## src/rtl/buzzer_pkg.sv

```systemverilog
// -----------------------------------------------------------------------------
// buzzer_pkg
// Shared types and helpers for the four-player buzzer arbiter.
//   NUM_PLAYERS  : number of player slots (4)
//   player_id_t  : 2-bit player index
//   state_t      : round sequencer states IDLE / ARMED / CAPTURED / RELEASE
//   grant_t      : result of the rotating-priority pick (valid + id)
//   rotate_pick  : picks the highest-priority requester, starting at ptr
// -----------------------------------------------------------------------------
package buzzer_pkg;

  localparam int NUM_PLAYERS = 4;

  typedef logic [1:0] player_id_t;

  typedef enum logic [1:0] {
    IDLE     = 2'd0,
    ARMED    = 2'd1,
    CAPTURED = 2'd2,
    RELEASE  = 2'd3
  } state_t;

  typedef struct packed {
    logic       valid;
    player_id_t id;
  } grant_t;

  // Priority order is ptr, ptr+1, ptr+2, ptr+3 (mod 4). The loop walks from
  // the lowest-priority slot up to ptr, so the last hit is the winner and no
  // early exit is needed.
  function automatic grant_t rotate_pick(input logic [NUM_PLAYERS-1:0] req,
                                         input player_id_t ptr);
    grant_t     g;
    player_id_t idx;
    g.valid = 1'b0;
    g.id    = ptr;
    for (int k = NUM_PLAYERS - 1; k >= 0; k--) begin
      idx = ptr + player_id_t'(k);
      if (req[idx]) begin
        g.valid = 1'b1;
        g.id    = idx;
      end
    end
    return g;
  endfunction

endpackage

```

## src/rtl/lockout_timer.sv

```systemverilog
// -----------------------------------------------------------------------------
// lockout_timer
// Per-player early-press penalty timer. A load pulse (re)starts the count at
// LOCKOUT_CYCLES; the count then runs down to zero by one per cycle.
//   clk     in  system clock
//   reset   in  synchronous active-high reset, clears the count
//   load    in  restart the penalty (a new early press)
//   active  out high while the count is nonzero
// -----------------------------------------------------------------------------
module lockout_timer #(
  parameter int unsigned LOCKOUT_CYCLES = 25000000
) (
  input  logic clk,
  input  logic reset,
  input  logic load,
  output logic active
);

  localparam int unsigned CNT_W = (LOCKOUT_CYCLES > 0) ? $clog2(LOCKOUT_CYCLES + 1) : 1;

  logic [CNT_W-1:0] cnt_q;
  logic [CNT_W-1:0] cnt_d;

  always_comb begin
    cnt_d = cnt_q;
    if (load) begin
      cnt_d = CNT_W'(LOCKOUT_CYCLES);
    end else if (cnt_q != '0) begin
      cnt_d = cnt_q - CNT_W'(1);
    end
  end

  always_ff @(posedge clk) begin
    if (reset) begin
      cnt_q <= '0;
    end else begin
      cnt_q <= cnt_d;
    end
  end

  assign active = (cnt_q != '0);

endmodule

```

## src/rtl/buzzer_arbiter.sv

```systemverilog
// -----------------------------------------------------------------------------
// buzzer_arbiter
// Round sequencer and first-press arbiter for four player controllers. The CPU
// arms a round, the first eligible press edge wins (rotating priority on ties),
// the winner's switch byte is latched and held until ack, then the block waits
// for a clean all-released cooldown before it can be armed again.
//
// Optional feature: define BUZZER_LOCKOUT_EN to build per-player early-press
// penalty timers (a press edge while IDLE locks that player out for
// LOCKOUT_CYCLES cycles). Without the macro lockedOut is tied to 0.
//
// Ports
//   clk          in   system clock
//   reset        in   synchronous active-high reset
//   arm          in   pulse: open a round (honoured only in IDLE)
//   ack          in   pulse: consume the winner (honoured only in CAPTURED)
//   btn[3:0]     in   debounced buttons, bit i = player i
//   sw[31:0]     in   switch banks, sw[8i+7:8i] = player i
//   armed        out  high while ARMED
//   winnerValid  out  high while CAPTURED
//   winnerId     out  last captured player (held until next capture)
//   winnerSw     out  winner's switches sampled on the press cycle
//   lockedOut    out  per-player penalty active
// -----------------------------------------------------------------------------
module buzzer_arbiter
  import buzzer_pkg::*;
#(
  parameter int unsigned COOLDOWN_CYCLES = 50000,
  parameter int unsigned LOCKOUT_CYCLES  = 25000000
) (
  input  logic                   clk,
  input  logic                   reset,
  input  logic                   arm,
  input  logic                   ack,
  input  logic [NUM_PLAYERS-1:0] btn,
  input  logic [31:0]            sw,
  output logic                   armed,
  output logic                   winnerValid,
  output logic [1:0]             winnerId,
  output logic [7:0]             winnerSw,
  output logic [NUM_PLAYERS-1:0] lockedOut
);

  localparam int unsigned CNT_W = (COOLDOWN_CYCLES > 0) ? $clog2(COOLDOWN_CYCLES + 1) : 1;

  // ---------------------------------------------------------------------------
  // State
  // ---------------------------------------------------------------------------
  state_t                 state_q,     state_d;
  logic [NUM_PLAYERS-1:0] btn_q;
  player_id_t             ptr_q,       ptr_d;
  player_id_t             winner_id_q, winner_id_d;
  logic [7:0]             winner_sw_q, winner_sw_d;
  logic [CNT_W-1:0]       cnt_q,       cnt_d;

  // ---------------------------------------------------------------------------
  // Press detection and arbitration
  // ---------------------------------------------------------------------------
  logic [NUM_PLAYERS-1:0] press_edge;
  logic [NUM_PLAYERS-1:0] locked;
  logic [NUM_PLAYERS-1:0] eligible;
  grant_t                 grant;
  logic [7:0]             sw_bank [NUM_PLAYERS];

  // btn_q resets to all ones, so a button held through reset shows no edge
  // until it has been released and pressed again.
  assign press_edge = btn & ~btn_q;
  assign eligible   = press_edge & ~locked;
  assign grant      = rotate_pick(eligible, ptr_q);

  for (genvar gi = 0; gi < NUM_PLAYERS; gi++) begin : g_sw_bank
    assign sw_bank[gi] = sw[8*gi +: 8];
  end

  // ---------------------------------------------------------------------------
  // Optional early-press lockout
  // ---------------------------------------------------------------------------
`ifdef BUZZER_LOCKOUT_EN
  logic [NUM_PLAYERS-1:0] early_press;

  // Only presses made before the round is open count as early; the timers
  // themselves keep running in every state.
  assign early_press = (state_q == IDLE) ? press_edge : '0;

  for (genvar gi = 0; gi < NUM_PLAYERS; gi++) begin : g_lockout
    lockout_timer #(
      .LOCKOUT_CYCLES(LOCKOUT_CYCLES)
    ) u_timer (
      .clk   (clk),
      .reset (reset),
      .load  (early_press[gi]),
      .active(locked[gi])
    );
  end
`else
  logic unused_lockout_cycles;

  assign locked                = '0;
  assign unused_lockout_cycles = ^LOCKOUT_CYCLES;
`endif

  // ---------------------------------------------------------------------------
  // State register
  // ---------------------------------------------------------------------------
  always_ff @(posedge clk) begin
    if (reset) begin
      state_q     <= IDLE;
      btn_q       <= '1;
      ptr_q       <= '0;
      winner_id_q <= '0;
      winner_sw_q <= '0;
      cnt_q       <= '0;
    end else begin
      state_q     <= state_d;
      btn_q       <= btn;
      ptr_q       <= ptr_d;
      winner_id_q <= winner_id_d;
      winner_sw_q <= winner_sw_d;
      cnt_q       <= cnt_d;
    end
  end

  // ---------------------------------------------------------------------------
  // Next-state logic
  // ---------------------------------------------------------------------------
  always_comb begin
    state_d     = state_q;
    ptr_d       = ptr_q;
    winner_id_d = winner_id_q;
    winner_sw_d = winner_sw_q;
    cnt_d       = cnt_q;

    // Each case looks only at the command that is meaningful in that state,
    // so arm and ack together are resolved by the current state.
    unique case (state_q)
      IDLE: begin
        if (arm) begin
          state_d = ARMED;
        end
      end

      ARMED: begin
        if (grant.valid) begin
          state_d     = CAPTURED;
          winner_id_d = grant.id;
          winner_sw_d = sw_bank[grant.id];
          // The slot after the winner gets top priority next round.
          ptr_d       = grant.id + player_id_t'(1);
        end
      end

      CAPTURED: begin
        if (ack) begin
          state_d = RELEASE;
          cnt_d   = CNT_W'(COOLDOWN_CYCLES);
        end
      end

      RELEASE: begin
        // Any held button restarts the cooldown; the round ends only after
        // COOLDOWN_CYCLES consecutive all-released cycles.
        if (btn != '0) begin
          cnt_d = CNT_W'(COOLDOWN_CYCLES);
        end else if (cnt_q <= CNT_W'(1)) begin
          cnt_d   = '0;
          state_d = IDLE;
        end else begin
          cnt_d = cnt_q - CNT_W'(1);
        end
      end

      default: begin
        state_d = IDLE;
      end
    endcase
  end

  // ---------------------------------------------------------------------------
  // Output logic
  // ---------------------------------------------------------------------------
  always_comb begin
    armed       = (state_q == ARMED);
    winnerValid = (state_q == CAPTURED);
    winnerId    = winner_id_q;
    winnerSw    = winner_sw_q;
    lockedOut   = locked;
  end

endmodule

```

## config.mk

```make
export PLATFORM = sky130hd
export DESIGN_NAME = buzzer_arbiter
export DESIGN_NICKNAME = d
export VERILOG_FILES = /design/src/rtl/buzzer_pkg.sv /design/src/rtl/lockout_timer.sv /design/src/rtl/buzzer_arbiter.sv
export SDC_FILE = /design/constraint.sdc
export NUM_CORES = 1
export LEC_CHECK = 0
export ABC_AREA = 1
export CAP_MARGIN = 10
export CORE_MARGIN = 10
export CORE_UTILIZATION = 40
export DETAILED_ROUTE_END_ITERATION = 8
export HOLD_SLACK_MARGIN = 0.05
export PLACE_DENSITY = 0.67
export SKIP_LAST_GASP = 1
export SYNTH_ARGS = -nofsm -noshare
export SYNTH_HDL_FRONTEND = slang
export SYNTH_SLANG_ARGS = --single-unit
```

## constraint.sdc

```tcl
create_clock -name clk -period 3.3 [get_ports clk]
set_input_delay 0.66 -clock clk [delete_from_list [all_inputs] [get_ports clk]]
set_output_delay 0.66 -clock clk [all_outputs]
set_load 0.03 [all_outputs]
```

**Word level (Yosys, flattened, before mapping)**

Cells that the tools add are included.
W data, S select, Z words.

- Memory bits (read-only): 0
- Memories: 0
- Input port bits: 40
- Word-level logic and storage cells: 59
- RAM bits: 0
- Latch bits: 0
- Output and inout bits: 16
- Flip-flop bits (word level): 34

- Multiply operators: 0
- Muxes and demuxes: 25
- Eq/ne operators: 8
- $add $sub $neg: 5
- Bitwise logic cells: 3
- Divide/modulo/power cells: 0
- Order comparisons: 6
- Reductions and logical operators: 6
- Shifts and indexed selects: 0

Operators with widths:

| kind | count |
|---|---|
| $mux W16 | 3 |
| $pmux W16 S2 | 1 |
| $bmux W8 S2 | 1 |
| $le A16 B1 Y1 const B | 1 |
| $mux W8 | 2 |
| $sub A16 B1 Y16 const B | 1 |
| $lt A2 B3 Y1 const B | 4 |
| $mux W3 | 4 |
| $mux W2 | 5 |
| $bmux W1 S2 | 4 |
| $ne A2 B2 Y1 const B | 4 |
| $pmux W2 S4 | 1 |
| $reduce_and A5 Y1 | 1 |
| $add A2 B1 Y2 const B | 2 |
| $add A2 B2 Y2 const B | 2 |
| $and A4 B4 Y4 | 1 |
| $eq A2 B2 Y1 const B | 2 |
| $mux W1 | 4 |
| $not A4 Y4 | 1 |
| $reduce_and A2 Y1 | 2 |
| $reduce_bool A4 Y1 | 1 |
| $ge A3 B3 Y1 const B | 1 |
| $not A2 Y3 | 1 |
| $eq A2 B1 Y1 const B | 1 |
| 3 further kinds | 3 |

**Longest topological paths before layout**

- Depth after elaboration: 12
- Gate-level depth with buffers: 16
- Mapped depth without buffers: 14

**Least setup slack after synthesis**

No wires, ideal clock.

- Path type: register to register
- Start point: register state_q[0]
- End point: register cnt_q[13]
- Period minus slack after synthesis: 1.892 ns
- Library setup time: 0.070 ns
- Data arrival time: 1.822 ns
- Stages on the path, launching flop included: 13
- Data required time: 3.230 ns
- Setup slack: 1.408 ns
- Path buffers: 1
- Path through: dfxtp_1 inv_1 ha_1 inv_1 nor2_1 a21oi_1 buf_2 nand2_1 nor2_1 inv_1 a21oi_1 o21ai_0 a21oi_1

- Longest elaborated chain between the ends: 3
- Elaborated cells on any way between the ends: 6
- Classes of those cells: 3 x eq/ne; 1 x mux; 2 x reduce/logical

RTL lines:

| item | RTL line | text |
|---|---|---|
| from (decl) | buzzer_arbiter.sv:49 | `state_t state_q, state_d;` |
| from (signal assigned) | buzzer_arbiter.sv:114 | `state_q <= state_d;` |
| $eq A2 B2 Y1 (*) | -- |  |
| via winnerValid | buzzer_arbiter.sv:38 | `output logic winnerValid,` |
| $ne A2 B2 Y1 (no source line) / $reduce_bool A2 Y1 (equally long branches) | -- |  |
| $reduce_and A2 Y1 (no source line) | -- |  |
| to (signal assigned) | buzzer_arbiter.sv:119 | `cnt_q <= cnt_d;` |
| to (decl) | buzzer_arbiter.sv:54 | `logic [CNT_W-1:0] cnt_q, cnt_d;` |

The timed path passes the listed nets; every way through them passes the cells marked *.
A chain may end at the register's enable or synchronous reset.

**Worst setup path in the final report**

- Start point: input btn[0]
- End point: register ptr_q[1]

- Longest elaborated chain between the ends: 8
- Elaborated cells on any way between the ends: 15
- Classes of those cells: 1 x add/sub; 12 x mux; 1 x bitwise; 1 x reduce/logical

RTL lines:

| item | RTL line | text |
|---|---|---|
| from (decl) | buzzer_arbiter.sv:35 | `input logic [NUM_PLAYERS-1:0] btn,` |
| $and A4 B4 Y4 (*) | buzzer_arbiter.sv:67 | `assign press_edge = btn & ~btn_q;` |
| $bmux W1 S2 | buzzer_pkg.sv:39 | `if (req[idx]) begin` |
| $mux W1 (implied by the code) | buzzer_pkg.sv:39 |  |
| $mux W3 (3 in a row) | buzzer_pkg.sv:39 |  |
| $mux W3 (*) | buzzer_pkg.sv:39 |  |
| $add A2 B1 Y2 / $reduce_and A2 Y1 (equally long branches) | -- |  |
| to (signal assigned) | buzzer_arbiter.sv:116 | `ptr_q <= ptr_d;` |
| to (decl) | buzzer_arbiter.sv:51 | `player_id_t ptr_q, ptr_d;` |

Every way passes the cells marked *; elsewhere a longest branch is shown, timed or not. The select of a mux whose other input is x is not followed.

==> metrics.md <==
| Metric | Value |
|---|---|
| Outcome | `completed` |
| Growth of design area from synthesis to finish | `27.45%` |
| Flip-flop and latch area | `680.7 µm²` |
| Layout cells sized above 1 | `11.08%` |
| Static leakage power | `1.276 nW` |
| Clock latency at the later pin of the worst-skew pair | `0.28 ns` |
| Number of standard cells after synthesis | `329` |
| CP Buf/Inv Count | `2` |
| Initial cell density of the core | `40.90%` |
| Area of all placed cells without fillers | `0.002853 mm²` |
| # resized after CTS | `0` |
| Multi-input gate area | `0.001320 mm²` |
| Post-synth top flop | `sky130_fd_sc_hd__dfxtp_1` |
| Final-layout setup total negative slack | `0 ns` |
| Via count of the routed design | `2234` |
| Critical path start-end classification | `input pin to register` |
| Post-synthesis async set-or-reset flop share | `0%` |
| Number of flops mapped to enable cells by yosys | `0` |
| Total placed instance area | `0.002761 mm²` |
| Clk buf depth | `2` |
| Fmax | `373.2 MHz` |
| Netlist area before placement | `0.002238 mm²` |
| Global-route wire length before repair | `9542 µm` |
| Cell family contributing the most delay on the critical path | `simple AND/OR/NAND/NOR gates` |
| Number of fillers in the final layout | `578` |
| Number of warnings printed during yosys synthesis | `0` |
| Proportion of power drawn by flip-flops and latches | `24.5%` |
| Port bufs | `51` |
| Hold-critical path endpoint | `cnt_q[11]` |
| Worst reg2reg endpoint | `ptr_q[1]` |
| Count of cells along the worst hold path | `2` |
| Number of unique standard cell types used by synthesis | `38` |
| # Post-CTS Setup Buffers | `0` |
| Ratio of routed vias to standard cells | `4.953` |
| Relative slew slack | `41.02%` |
| Sw Share | `49.59%` |
| Drt initial violations | `74` |
| Critical hold path startpoint | `cnt_q[11]` |
| Height of the chip | `94.81 µm` |
| Std cell rows | `27` |
| R2R setup slack | `0.84 ns` |
| Worst reg2reg path startpoint | `ptr_q[0]` |
| Depth of the most critical reg-to-reg path | `11` |
| Largest net degree at the start of global routing | `22` |
| Quantity of hold-fixing buffers added after cts | `0` |
| Worst-path cell chain | `clkdlybuf4s50_1 > nand3_1 > nand2_1 > nand2_1 > nand2_2 > inv_2 > nand2_2 > nor3_2 > nor2_2 > nand3_1 > o21ai_1 > nor2_1 > nor2_1` |
| Die W | `94.81 µm` |
| Number of global-route vias before repair | `2112` |
| Master cell of the clock root buffer | `sky130_fd_sc_hd__clkbuf_8` |
| Flops & latches, synth | `34` |
| Layout net count | `424` |
| Initial antenna violation count | `0` |
| Total inserted antenna cells | `0` |
| DRC violation count after routing | `0` |
| Cell-internal power | `1.272 mW` |
| Maxcap violations | `0` |
| Core outline area | `0.005473 mm²` |
| Num ports | `56` |
| Largest stage delay, worst path | `0.68 ns` |
| Number of slew-limit violations in the final report | `0` |
| Number of endpoints with negative hold slack in the final report | `0` |
| Required @ worst endpoint | `3.53 ns` |
| Combined global-route utilization of all metal layers | `13.01%` |
| Total die area | `0.008988 mm²` |
| Data arrival time at the worst-slack endpoint | `2.91 ns` |
| Crit path max-delay cell type | `sky130_fd_sc_hd__nor2_2` |
| Clock group share of total power | `12.5%` |
| Final critical-path share of the clock period | `81.20%` |
| RSZ-0062 raised after global routing | `false` |
| Dpl hpwl | `4359 µm` |
| Depth of the CTS H-tree | `2` |
| Type of the worst min-delay path | `register to register` |
| Final wirelength | `5602 µm` |
| Mean routed wirelength per cell | `12.42 µm` |
| Clock-pin slew reported for the worst setup and hold paths after clock tree synthesis | `0.07 ns` |
| Total power divided by cell area | `884.7 mW/mm²` |
| CTS buffer count | `5` |
| CTS tree | `yes` |
| Max Clock Skew | `0.006351 ns` |
| Psw | `1.252 mW` |
| First-pass iteration count of the detailed router | `4` |
| Shortest period the worst path allows | `2.680 ns` |
| Total global routing overflow | `0` |
| Final setup vio count | `0` |
| Worst setup SP type | `input pin` |
| Seq/Total Area, Yosys | `30.41%` |
| Worst Max-Slew Pin Slew | `0.8837 ns` |
| GPL Wtd Cong | `0.8901` |
| Antenna viol nets, final | `0` |
| CP endpoint kind | `register` |
| Critical path fanouts, max | `21` |
| Max rail drop VDD | `0.2993 mV` |
| CTS sink count | `34` |
| Combinational power share | `62.9%` |
| Syn avg cell area | `6.804 µm²` |
## cell families (layout without fill, tap and decap cells)
group,Yosys count,count (layout),synth area share [%]
xor+xnor,9,9,3.522
fa+ha+maj,6,6,3.354
flops,34,34,30.41
compound gates,52,52,13.75
simple gates,175,175,37.67
buf+inv,52,99,11.12
other cells,1,4,0.1675
## worst max path at each step
stage / cells after the start / slack [ns] / endpoint / from
after CTS: 13 / 0.61 / ptr_q[1] / btn[0]
after global placement: 13 / 0.39 / ptr_q[1] / btn[0]
after floorplan: 12 / 1.41 / cnt_q[13] / state_q[0]
after detailed placement: 13 / 0.32 / ptr_q[1] / btn[0]
final: 13 / 0.62 / ptr_q[1] / btn[0]
after global routing: 13 / 0.21 / ptr_q[1] / btn[0]
## metrics by stage
| stage | hold slack, ns | utilization (%) | cells | worst slack, ns | total power [mW] |
|---|---|---|---|---|---|
| floorplan | 0.4584 | - | 332 | 1.408 | 1.875 |
| global placement | 0.4720 | 50.46 | 443 | 0.3887 | 2.198 |
| detailed placement | 0.4815 | 50.46 | 443 | 0.3229 | 2.212 |
| CTS | 0.4925 | 52.13 | 451 | 0.6134 | 2.538 |
| global route | 0.5219 | 52.13 | 451 | 0.2140 | 2.803 |
| finish | 0.4848 | 52.13 | 451 | 0.6203 | 2.524 |
## synth_stat cells, types with 2 or more instances
library cell               count  area [µm²]
sky130_fd_sc_hd__o21ai_0      18       90.09
sky130_fd_sc_hd__nor3_1        6       30.03
sky130_fd_sc_hd__inv_1        35       131.4
sky130_fd_sc_hd__a221oi_1      2       17.52
sky130_fd_sc_hd__xor2_1        6       52.55
sky130_fd_sc_hd__buf_4         4       30.03
sky130_fd_sc_hd__a21oi_1      17       85.08
sky130_fd_sc_hd__nand2_2      13       81.33
sky130_fd_sc_hd__nor2_2        2       12.51
sky130_fd_sc_hd__nand2_4       2       22.52
sky130_fd_sc_hd__buf_6         2       22.52
sky130_fd_sc_hd__o21ai_1       2       10.01
sky130_fd_sc_hd__nor2_1       26       97.59
sky130_fd_sc_hd__buf_2         4       20.02
sky130_fd_sc_hd__dfxtp_1      34       680.7
sky130_fd_sc_hd__a211oi_1      2       15.01
sky130_fd_sc_hd__ha_1          6       75.07
sky130_fd_sc_hd__o22ai_1       2       12.51
sky130_fd_sc_hd__nand3_1      48       240.2
sky130_fd_sc_hd__nand2_1      64       240.2
sky130_fd_sc_hd__a21oi_2       8       70.07
sky130_fd_sc_hd__and3_1        3       18.77
sky130_fd_sc_hd__xnor2_1       3       26.28
sky130_fd_sc_hd__nand4_1       4       25.02
sky130_fd_sc_hd__clkbuf_1      3       11.26
## state kept, by name, summed over array words and instances, names as in the netlist
register and cells:
winnerSw 8, cnt_q 16, ptr_q 2, state_q 2
btn_q 4, winnerId 2
## metal layers
metal | GRT usage, % | up-vias | routed length, µm
li1 | - | 1169 | -
met1 | 15.96 | 1001 | 2568
met2 | 19.62 | 62 | 2439
met3 | 6.344 | 2 | 551
met4 | 3.990 | 0 | 42
met5 | 0 | - | 0
## cell usage in the layout, fill, tap and decap left out, drive strengths merged, types with 2 or more instances in the layout
cell type	Yosys	routed
a211oi	2	2
a21oi	25	25
a221oi	2	2
and3	3	3
buf	11	2
clkbuf	3	7
clkdlybuf4s50	0	51
clkinv	1	2
conb	1	4
dfxtp	34	34
ha	6	6
inv	37	37
nand2	79	79
nand3	50	50
nand4	4	4
nor2	29	29
nor3	7	7
o21ai	20	20
o22ai	2	2
xnor2	3	3
xor2	6	6
## power groups by stage
stage / registers, mW / logic, mW / clock network, mW
global route: 0.637 / 1.82 / 0.344
CTS: 0.620 / 1.59 / 0.325
finish: 0.619 / 1.59 / 0.317
floorplan: 0.673 / 1.20 / 0
detailed placement: 0.625 / 1.59 / 0
global placement: 0.627 / 1.57 / 0
## worst reg2reg max path: stages (launching register included)
cell	delay [ns]
sky130_fd_sc_hd__dfxtp_1	0.60
sky130_fd_sc_hd__xor2_1	0.23
sky130_fd_sc_hd__nand2_1	0.09
sky130_fd_sc_hd__nand2_1	0.10
sky130_fd_sc_hd__inv_1	0.06
sky130_fd_sc_hd__nand2_2	0.08
sky130_fd_sc_hd__nor3_2	0.06
sky130_fd_sc_hd__nor2_2	0.68
sky130_fd_sc_hd__nand3_1	0.24
sky130_fd_sc_hd__o21ai_1	0.14
sky130_fd_sc_hd__nor2_1	0.05
sky130_fd_sc_hd__nor2_1	0.07
## final cells by class
class	instances	share of cell area, %
Clock inverter	1	0.1754
Multi-Input combinational cell	246	46.27
Clock buffer	7	3.026
Sequential cell	34	23.86
Tap cell	72	3.158
Inverter	38	5.088
Timing Repair Buffer	53	18.42
Power figures use the tool's default switching activity.
